### src/rtl/counter_pkg.sv
// Shared constants and elaboration-time helpers for the up/down toggle counter.
package counter_pkg;

  localparam logic DIR_UP   = 1'b1;
  localparam logic DIR_DOWN = 1'b0;

  function automatic int clog2(input int value);
    int result;
    int v;
    result = 0;
    v = value - 1;
    while (v > 0) begin
      result = result + 1;
      v = v >> 1;
    end
    return result;
  endfunction

  // A modulus is usable when it is at least 2 and every legal count fits in WIDTH bits.
  function automatic bit mod_legal(input int width, input int modulus);
    return (width >= 1) && (modulus >= 2) && (clog2(modulus) <= width);
  endfunction

endpackage

### src/rtl/tff_bit.sv
// Single toggle-flop bit cell: q inverts on each rising clk edge where t is high.
module tff_bit (
  input  logic clk,
  input  logic rstn,
  input  logic t,
  output logic q
);

  always_ff @(posedge clk or negedge rstn) begin
    if (!rstn) begin
      q <= 1'b0;
    end else if (t) begin
      q <= ~q;
    end
  end

endmodule

### src/rtl/mod_updown_toggle_counter.sv
// Modulo-MOD up/down counter: computes a per-bit toggle vector that drives a bank
// of toggle-flop cells, with clear, parallel load, cascade tc and wrap/load_err pulses.
module mod_updown_toggle_counter
  import counter_pkg::*;
#(
  parameter int WIDTH = 4,
  parameter int MOD   = 10
) (
  input  logic             clk,
  input  logic             rstn,
  input  logic             en,
  input  logic             up_dn,
  input  logic             sclr,
  input  logic             load,
  input  logic [WIDTH-1:0] load_val,
  output logic [WIDTH-1:0] count,
  output logic             tc,
  output logic             wrap,
  output logic             load_err
);

  generate
    if (!mod_legal(WIDTH, MOD)) begin : g_bad_mod
      $error("mod_updown_toggle_counter: MOD=%0d is not legal for WIDTH=%0d", MOD, WIDTH);
    end
  endgenerate

  // One extra bit keeps MOD itself representable when MOD == 2**WIDTH.
  localparam logic [WIDTH:0]   MOD_EXT  = (WIDTH+1)'(MOD);
  localparam logic [WIDTH:0]   LAST_EXT = (WIDTH+1)'(MOD - 1);
  localparam logic [WIDTH-1:0] LAST_W   = WIDTH'(MOD - 1);

  logic [WIDTH:0]   cnt_ext;
  logic [WIDTH:0]   next_ext;
  logic [WIDTH-1:0] next_count;
  logic [WIDTH-1:0] toggle;
  logic             wrap_nxt;
  logic             load_err_nxt;

  assign cnt_ext = {1'b0, count};

  always_comb begin
    next_ext     = cnt_ext;
    wrap_nxt     = 1'b0;
    load_err_nxt = 1'b0;
    if (sclr) begin
      next_ext = '0;
    end else if (load) begin
      if ({1'b0, load_val} < MOD_EXT) begin
        next_ext = {1'b0, load_val};
      end else begin
        next_ext     = LAST_EXT;
        load_err_nxt = 1'b1;
      end
    end else if (en) begin
      // A corrupted out-of-range count recovers to 0 regardless of direction.
      if (cnt_ext >= MOD_EXT) begin
        next_ext = '0;
        wrap_nxt = 1'b1;
      end else if (up_dn == DIR_UP) begin
        if (cnt_ext == LAST_EXT) begin
          next_ext = '0;
          wrap_nxt = 1'b1;
        end else begin
          next_ext = cnt_ext + 1'b1;
        end
      end else begin
        if (cnt_ext == '0) begin
          next_ext = LAST_EXT;
          wrap_nxt = 1'b1;
        end else begin
          next_ext = cnt_ext - 1'b1;
        end
      end
    end
  end

  assign next_count = WIDTH'(next_ext);
  assign toggle     = count ^ next_count;

  generate
    for (genvar i = 0; i < WIDTH; i++) begin : g_cell
      tff_bit u_tff (
        .clk  (clk),
        .rstn (rstn),
        .t    (toggle[i]),
        .q    (count[i])
      );
    end
  endgenerate

  always_ff @(posedge clk or negedge rstn) begin
    if (!rstn) begin
      wrap     <= 1'b0;
      load_err <= 1'b0;
    end else begin
      wrap     <= wrap_nxt;
      load_err <= load_err_nxt;
    end
  end

  assign tc = en & (((up_dn == DIR_UP) & (count == LAST_W)) |
                    ((up_dn == DIR_DOWN) & (count == '0)));

endmodule

### config.mk
export PLATFORM = sky130hd
export DESIGN_NAME = mod_updown_toggle_counter
export DESIGN_NICKNAME = d
export VERILOG_FILES = /design/src/rtl/counter_pkg.sv /design/src/rtl/tff_bit.sv /design/src/rtl/mod_updown_toggle_counter.sv
export SDC_FILE = /design/constraint.sdc
export NUM_CORES = 1
export LEC_CHECK = 0
export ABC_AREA = 1
export CAP_MARGIN = 20
export CELL_PAD_IN_SITES_DETAIL_PLACEMENT = 0
export CELL_PAD_IN_SITES_GLOBAL_PLACEMENT = 1
export CORE_UTILIZATION = 25
export CTS_CLUSTER_DIAMETER = 60
export CTS_CLUSTER_SIZE = 14
export DETAILED_ROUTE_END_ITERATION = 10
export PLACE_DENSITY_LB_ADDON = 0.1
export SLEW_MARGIN = 25
export SYNTH_ARGS = -nofsm -noshare
export SYNTH_HDL_FRONTEND = slang
export SYNTH_SLANG_ARGS = --single-unit
### constraint.sdc
create_clock -name clk -period 1.34 [get_ports clk]
set_clock_uncertainty 0.15 [all_clocks]
set_input_delay 0.402 -clock clk [delete_from_list [all_inputs] [get_ports clk]]
set_output_delay 0.402 -clock clk [all_outputs]
set_load 0.05 [all_outputs]
==> results of run 1 <==
power by group:
group | internal, mW | switching (mW) | leakage, nW
Combinational | 0.197 | 0.186 | 0.424
Clock | 0.101 | 0.0595 | 0.0138
Sequential | 0.194 | 0.0145 | 0.0778
layer usage:
layer,up-vias,wire (µm),part of all wire
met2,12,843,0.54
met4,0,0,0
met1,300,696,0.45
met5,-,0,0
met3,0,23,0.015
li1,324,-,-
flip-flops by register name, summed over array words and instances, names as in the netlist:
register / count
g_cell.u_tff.q: 4
load_err: 1
wrap: 1
layout make-up:
type,instances,area [µm²]
flip-flops and latches,6,151
inverters,14,52.6
fillers,169,767
repair buffers,43,453
well taps,25,31.3
multi-input cells,52,305
clock buffers,3,22.5
cells by family after synthesis:
logic type      count (synthesis)
compound gates                 13
simple gates                   39
flops                           6
buf+inv                        18
metrics by stage:
stage	setup WS, ps	total power, mW	hold slack [ps]	std cells	instance area (µm²)
floorplan	-313	0.362	-43.6	76	494
global placement	-599	0.521	502	130	853
detailed placement	-602	0.522	506	130	853
CTS	-530	0.711	253	136	932
global route	-575	0.795	268	143	1020
finish	-526	0.751	257	143	1020
placed cells by master, fill, tap and decap left out, drive strengths merged:
master,count
clkbuf,3
nand3,7
nor2,7
clkdlybuf4s50,7
a21oi,7
nand4,2
o21ai,5
inv,14
o21a,1
nor3,2
dfrtp,6
nand2,21
dlygate4sd2,2
buf,34
worst reg2reg max path: cells and delay by family, from the launching register on:
kind	cells	cell delay, ps
buffers and inverters	3	350
and+or+nand+nor	5	340
DFF	1	440
AOI/OAI and AO/OA	1	50
what timing repair did:
| action | CTS | global route |
|---|---|---|
| endpoints found under the hold margin | 0 | 0 |
| gates resized for setup | 14 | 9 |
| buffers inserted | 3 | 7 |
| cloned | 0 | 0 |
| pin swaps | 4 | 5 |
| setup endpoints to repair | 10 | 12 |
worst paths after layout:
kind,startpoint,endpoint,slack [ps],depth (start not counted)
max in group asynchronous,rstn,g_cell[1].u_tff.q,550,1
min reg2reg,g_cell[3].u_tff.q,g_cell[3].u_tff.q,640,3
max,g_cell[2].u_tff.q,tc,-530,6
min,rstn,g_cell[2].u_tff.q,260,1
min in group clk,en,wrap,480,3
max reg2reg,g_cell[1].u_tff.q,g_cell[3].u_tff.q,-110,9
==> results.md, run 1 <==
- Status: finished with violations
- Failing checks: setup timing
- Worst EP required: 790 ps
- GRT busiest layer: met2
- DRC Markers: 0
- Share of cells above drive strength 1: 0.500
- Startpoint types: flop
- Worst skew pair latency: 240 ps
- Crit path largest cell delay: 410 ps
- Synth cell count leaders: 21 x nand2_1, 13 x inv_1, 7 x nand3_1
- Syn Nets: 86
- TritonCTS Sinks: 6
- Die ar.: 0.00213 mm²
- Initial core utilization: 0.273
- Die Wd: 46.1 µm
- Total grt overflow: 0
- Xor/xnor cell area share of the yosys netlist: 0
- Post-synth top area cell: dfrtp_1
- FFs w/ async S/R, synth: 1.00
- CTS tree: done
- Dominant synthesized flop cell: dfrtp_1
- Worst-path cell with the longest stage delay: dfrtp_1
- FMAX: 536 MHz
- Reg clk slew, reported paths: 40 ps
- CTS root buffer: clkbuf_4
- Max-cap viol count: 0
- H-tree Lvls: 1
- # IOs: 17
- Leak: 0.516 nW
- Synth Area in Adders: 0
- Most common cell in the netlist: nand2_1
- Port Buf Inserts: 16
- Tcrit/Tclk final: 1.39
- Tot GR Track Use: 0.159
- Area growth syn-to-layout: 109%
- Hold buffers post-CTS: 0
- Share of the synthesized area in the top cell type: 0.308
- Largest net degree at the start of global routing: 7
- WS Path Type: reg -> out
- Crit-path cells: nor2_2 > nand2_1 > nand2_2 > nand2_2 > nor2_4 > buf_12
- Synth top area cells: dfrtp_1 31%, nand2_1 16%, inv_1 10%
- Synthesized-area fraction occupied by and/or/nand/nor cells: 0.375
- Final Net Count: 130
- Post-synth EDFFs: 0
- Die span in y: 46.1 µm
- Compound-cell area share of the yosys netlist: 0.147
- Final HPWL DP: 1120 µm
- FP Rows: 15
- Flops & latches, synth: 6
- Worst Setup End Kind: output pin
- Final WS setup: -526 ps
- Final Util: 0.570
- Routed WL per cell: 10.9 µm
- Met3 usage: 0.0353
- Final WL: 1560 µm
- Met2 usage: 0.276
- First-pass GRT wire length: 2350 µm
- Crit-path max FO: 3
- Ant. Diodes: 0
- Area of the mapped netlist: 487 µm²
- RSZ-0062 raised after global routing: yes
- Setup violations, final: 10
- Final min period: 1870 ps
- VDD IR max: 378 µV
- Crit path DAT: 1310 ps
- Fin. Hold Viols: 0
- Pwr/cell area: 740 mW/mm²
- Worst Hold Class: in -> async
- Avg Cell Area, Syn: 6.40 µm²
- Crit path buffers/inverters: 1
- Max Slew Vio Count: 0
- Vias in the first global route: 555
- Post-synthesis mux area share: 0
- Via count: 636
- Largest family of logic cells by synthesized area: simple AND/OR/NAND/NOR gates
- Relative slew slack: 0.815
- Initial DRC count: 18
- Longest Clk Path Bufs: 2
- GR Layer Usage met1: 0.191
- Top Family by Delay on Critical Path: simple AND/OR/NAND/NOR gates
- Worst-Margin Slew: 277 ps
- Synth unique cells: 17
- Core area: 0.00178 mm²
- CTS Buf Count: 3
- Final Wtd Congestion: 0.778
- Pre-antenna DRT Iters: 4
- Most frequent cell on the critical path: nand2_2
- Routed Antenna Nets: 0
- Yosys warnings: 0
- Vias per cell: 4.45
- Cells after Synth: 76
- Antenna violations before repair: 0
- Sequential element share of the synthesized area: 0.308
- Setup tns final: -1970 ps
Note: power is estimated with default switching activity, not from simulation.
==> run 2, diff against run 1 <==
Settings changed: GPL_TIMING_DRIVEN from default to 0, SETUP_SLACK_MARGIN from default to 0.3.
==> run 2 against run 1 <==
  * The run still ends with setup timing left
  * Final area is 5.3% higher
  * Core utilization up 3.0 points
  * Global-route usage is 1.6 points higher
==> results.md, run 2 (same netlist as run 1, synthesis figures left out) <==
- Status: finished with violations
- Failing checks: setup timing
- Final Util: 0.600 (+0.0302)
- Vias in the first global route: 603 (+8.6%)
- Crit-path max FO: 4 (+1)
- Final Net Count: 133 (+2.3%)
- Ant. Diodes: 0 (unchanged)
- H-tree Lvls: 1 (unchanged)
- Initial DRC count: 22 (+4)
- FMAX: 535 MHz (-0.11%)
- Worst skew pair latency: 240 ps (about the same)
- Tcrit/Tclk final: 1.39 (+0.00149)
- Die Wd: 46.1 µm (unchanged)
- Worst-path cell with the longest stage delay: dfrtp_2
- Routed Antenna Nets: 0 (unchanged)
- Share of cells above drive strength 1: 0.582 (+0.0820)
- Fin. Hold Viols: 0 (unchanged)
- Most frequent cells in the layout: 22 x buf_6, 14 x nand2_1, 12 x buf_4, 11 x inv_1
- Largest net degree at the start of global routing: 8 (+1)
- Most common cell after layout, fill and taps aside: buf_6
- CTS tree: done
- Via count: 693 (+9.0%)
- Pwr/cell area: 783 mW/mm² (+5.8%)
- Comb pwr share: 0.530 (+0.020)
- Largest register FFs: 4 (unchanged)
- Hold buffers post-CTS: 0 (unchanged)
- Top flop regs: g_cell.u_tff.q x4, load_err x1, wrap x1
- Final HPWL DP: 915 µm (-18%)
- FP Rows: 15 (unchanged)
- CTS Buf Count: 3 (unchanged)
- Final min period: 1870 ps (+1.99 ps)
- CTS root buffer: clkbuf_4
- Reg clk slew, reported paths: 50 ps (about the same)
- Core area: 0.00178 mm² (unchanged)
- Min Hold Slack: 240 ps (-16.5 ps)
- Worst Hold Class: in -> async
- RSZ-0062 raised after global routing: yes
- Port Buf Inserts: 16 (unchanged)
- Initial core utilization: 0.273 (unchanged)
- Internal: 0.538 mW (+9.5%)
- Max-cap viol count: 0 (unchanged)
- Relative slew slack: 0.831 (+0.0159)
- WS Path Type: reg -> out
- Vias per cell: 4.71 (+6.0%)
- Final WS setup: -528 ps (-1.99 ps)
- Crit path DAT: 1320 ps (about the same)
- Area growth syn-to-layout: 120%
- Total placed cells including tap cells: 117 (-10%)
- Crit path largest cell delay: 450 ps (+40 ps)
- VDD IR max: 316 µV (-16%)
- Longest Clk Path Bufs: 2 (unchanged)
- Final WL: 1840 µm (+18%)
- Startpoint types: flop
- Final Wtd Congestion: 0.782 (+0.42%)
- # IOs: 17 (unchanged)
- Sequential power share: 0.256 (-0.021)
- Routed WL per cell: 12.5 µm (+15%)
- Worst-Margin Slew: 253 ps (-23.8 ps)
- Die ar.: 0.00213 mm² (unchanged)
- Tot GR Track Use: 0.175 (+0.0162)
- Max Slew Vio Count: 0 (unchanged)
- Total grt overflow: 0 (unchanged)
- Setup violations, final: 10 (unchanged)
- Worst EP required: 790 ps (about the same)
- TritonCTS Sinks: 6 (unchanged)
- DRC Markers: 0 (unchanged)
- Die span in y: 46.1 µm (unchanged)
- Leak: 0.542 nW (+5.2%)
- Antenna violations before repair: 0 (unchanged)
- Largest Register: g_cell.u_tff.q
- Worst Setup End Kind: output pin
- Clk network pwr share: 0.214 (about the same)
- Crit-path cells: nor2_4 > nand2_2 > nand2_2 > nand2_4 > nor2_4 > buf_6
- Pre-CTS WS: -1300 ps (-698 ps)
- Setup tns final: -3040 ps (-1080 ps)
- First-pass GRT wire length: 2550 µm (+8.8%)
- Switching share of power: 0.357 (+0.0112)
- FILL cells: 166 (-1.8%)
- Net switching power: 0.299 mW (+15%)
- Pre-antenna DRT Iters: 4 (unchanged)
- Fin cells: 147 (+2.8%)
[run 2: changes by cell type in the layout (fill, tap and decap cells not counted), sizes merged]
cell / previous run / this run
buf: 34 / 37
clkdlybuf4s50: 7 / 3
dlygate4sd2: 2 / 6
clkbuf: 3 / 4
[run 2: repair_timing]
action	4_1_cts	5_1_grt
resized for setup	75	16
cloned	0	0
setup buffers	19	7
endpoints found under the setup margin	13	12
pin swaps	12	7
endpoints found under the hold margin	0	0
[run 2: critical path: cells and delay by family (launching register included)]
family                 cells  cell delay (ps)
AND/OR/NAND/NOR            5              480
buffers and inverters      1              150
flip-flops                 1              450
[run 2: path summary, 6_finish.rpt]
check,start,end,slack (ps),cells past startpoint
setup reg to reg,g_cell[1].u_tff.q,g_cell[3].u_tff.q,-410,12
hold reg to reg,g_cell[2].u_tff.q,g_cell[2].u_tff.q,640,3
min in group clk,en,wrap,430,3
hold / removal,rstn,wrap,240,1
setup / recovery,g_cell[2].u_tff.q,tc,-530,6
max in group asynchronous,rstn,g_cell[3].u_tff.q,580,1
[run 2: final cells by class]
cell class              instances  area [µm²]  area share
flip-flops and latches          6         158       0.147
repair buffers                 42         420       0.393
multi-input cells              52         334       0.312
well taps                      25        31.3      0.0292
plain buffers                   4        45.0      0.0421
clock buffers                   4        26.3      0.0246
inverters                      14        55.1      0.0515
[run 2: routing by layer]
layer / GRT usage / routed length (µm) / vias up
li1: - / - / 333
met1: 0.191 / 696 / 320
met2: 0.324 / 999 / 35
met3: 0.0353 / 108 / 5
met4: 0.0706 / 37 / 0
met5: 0 / 0 / -
[run 2: power by group through the flow]
stage | registers, mW | logic [mW] | clock network (mW)
after floorplan | 0.225 | 0.155 | 0
after global placement | 0.224 | 0.240 | 0
after detailed placement | 0.223 | 0.238 | 0
after CTS | 0.214 | 0.363 | 0.188
after global routing | 0.215 | 0.470 | 0.206
final | 0.214 | 0.444 | 0.179
[run 2: metrics by stage]
step | area, µm² | power [mW]
after floorplan | 532 | 0.380
after global placement | 723 | 0.464
after detailed placement | 723 | 0.461
after CTS | 961 | 0.764
after global routing | 1070 | 0.890
final | 1070 | 0.837
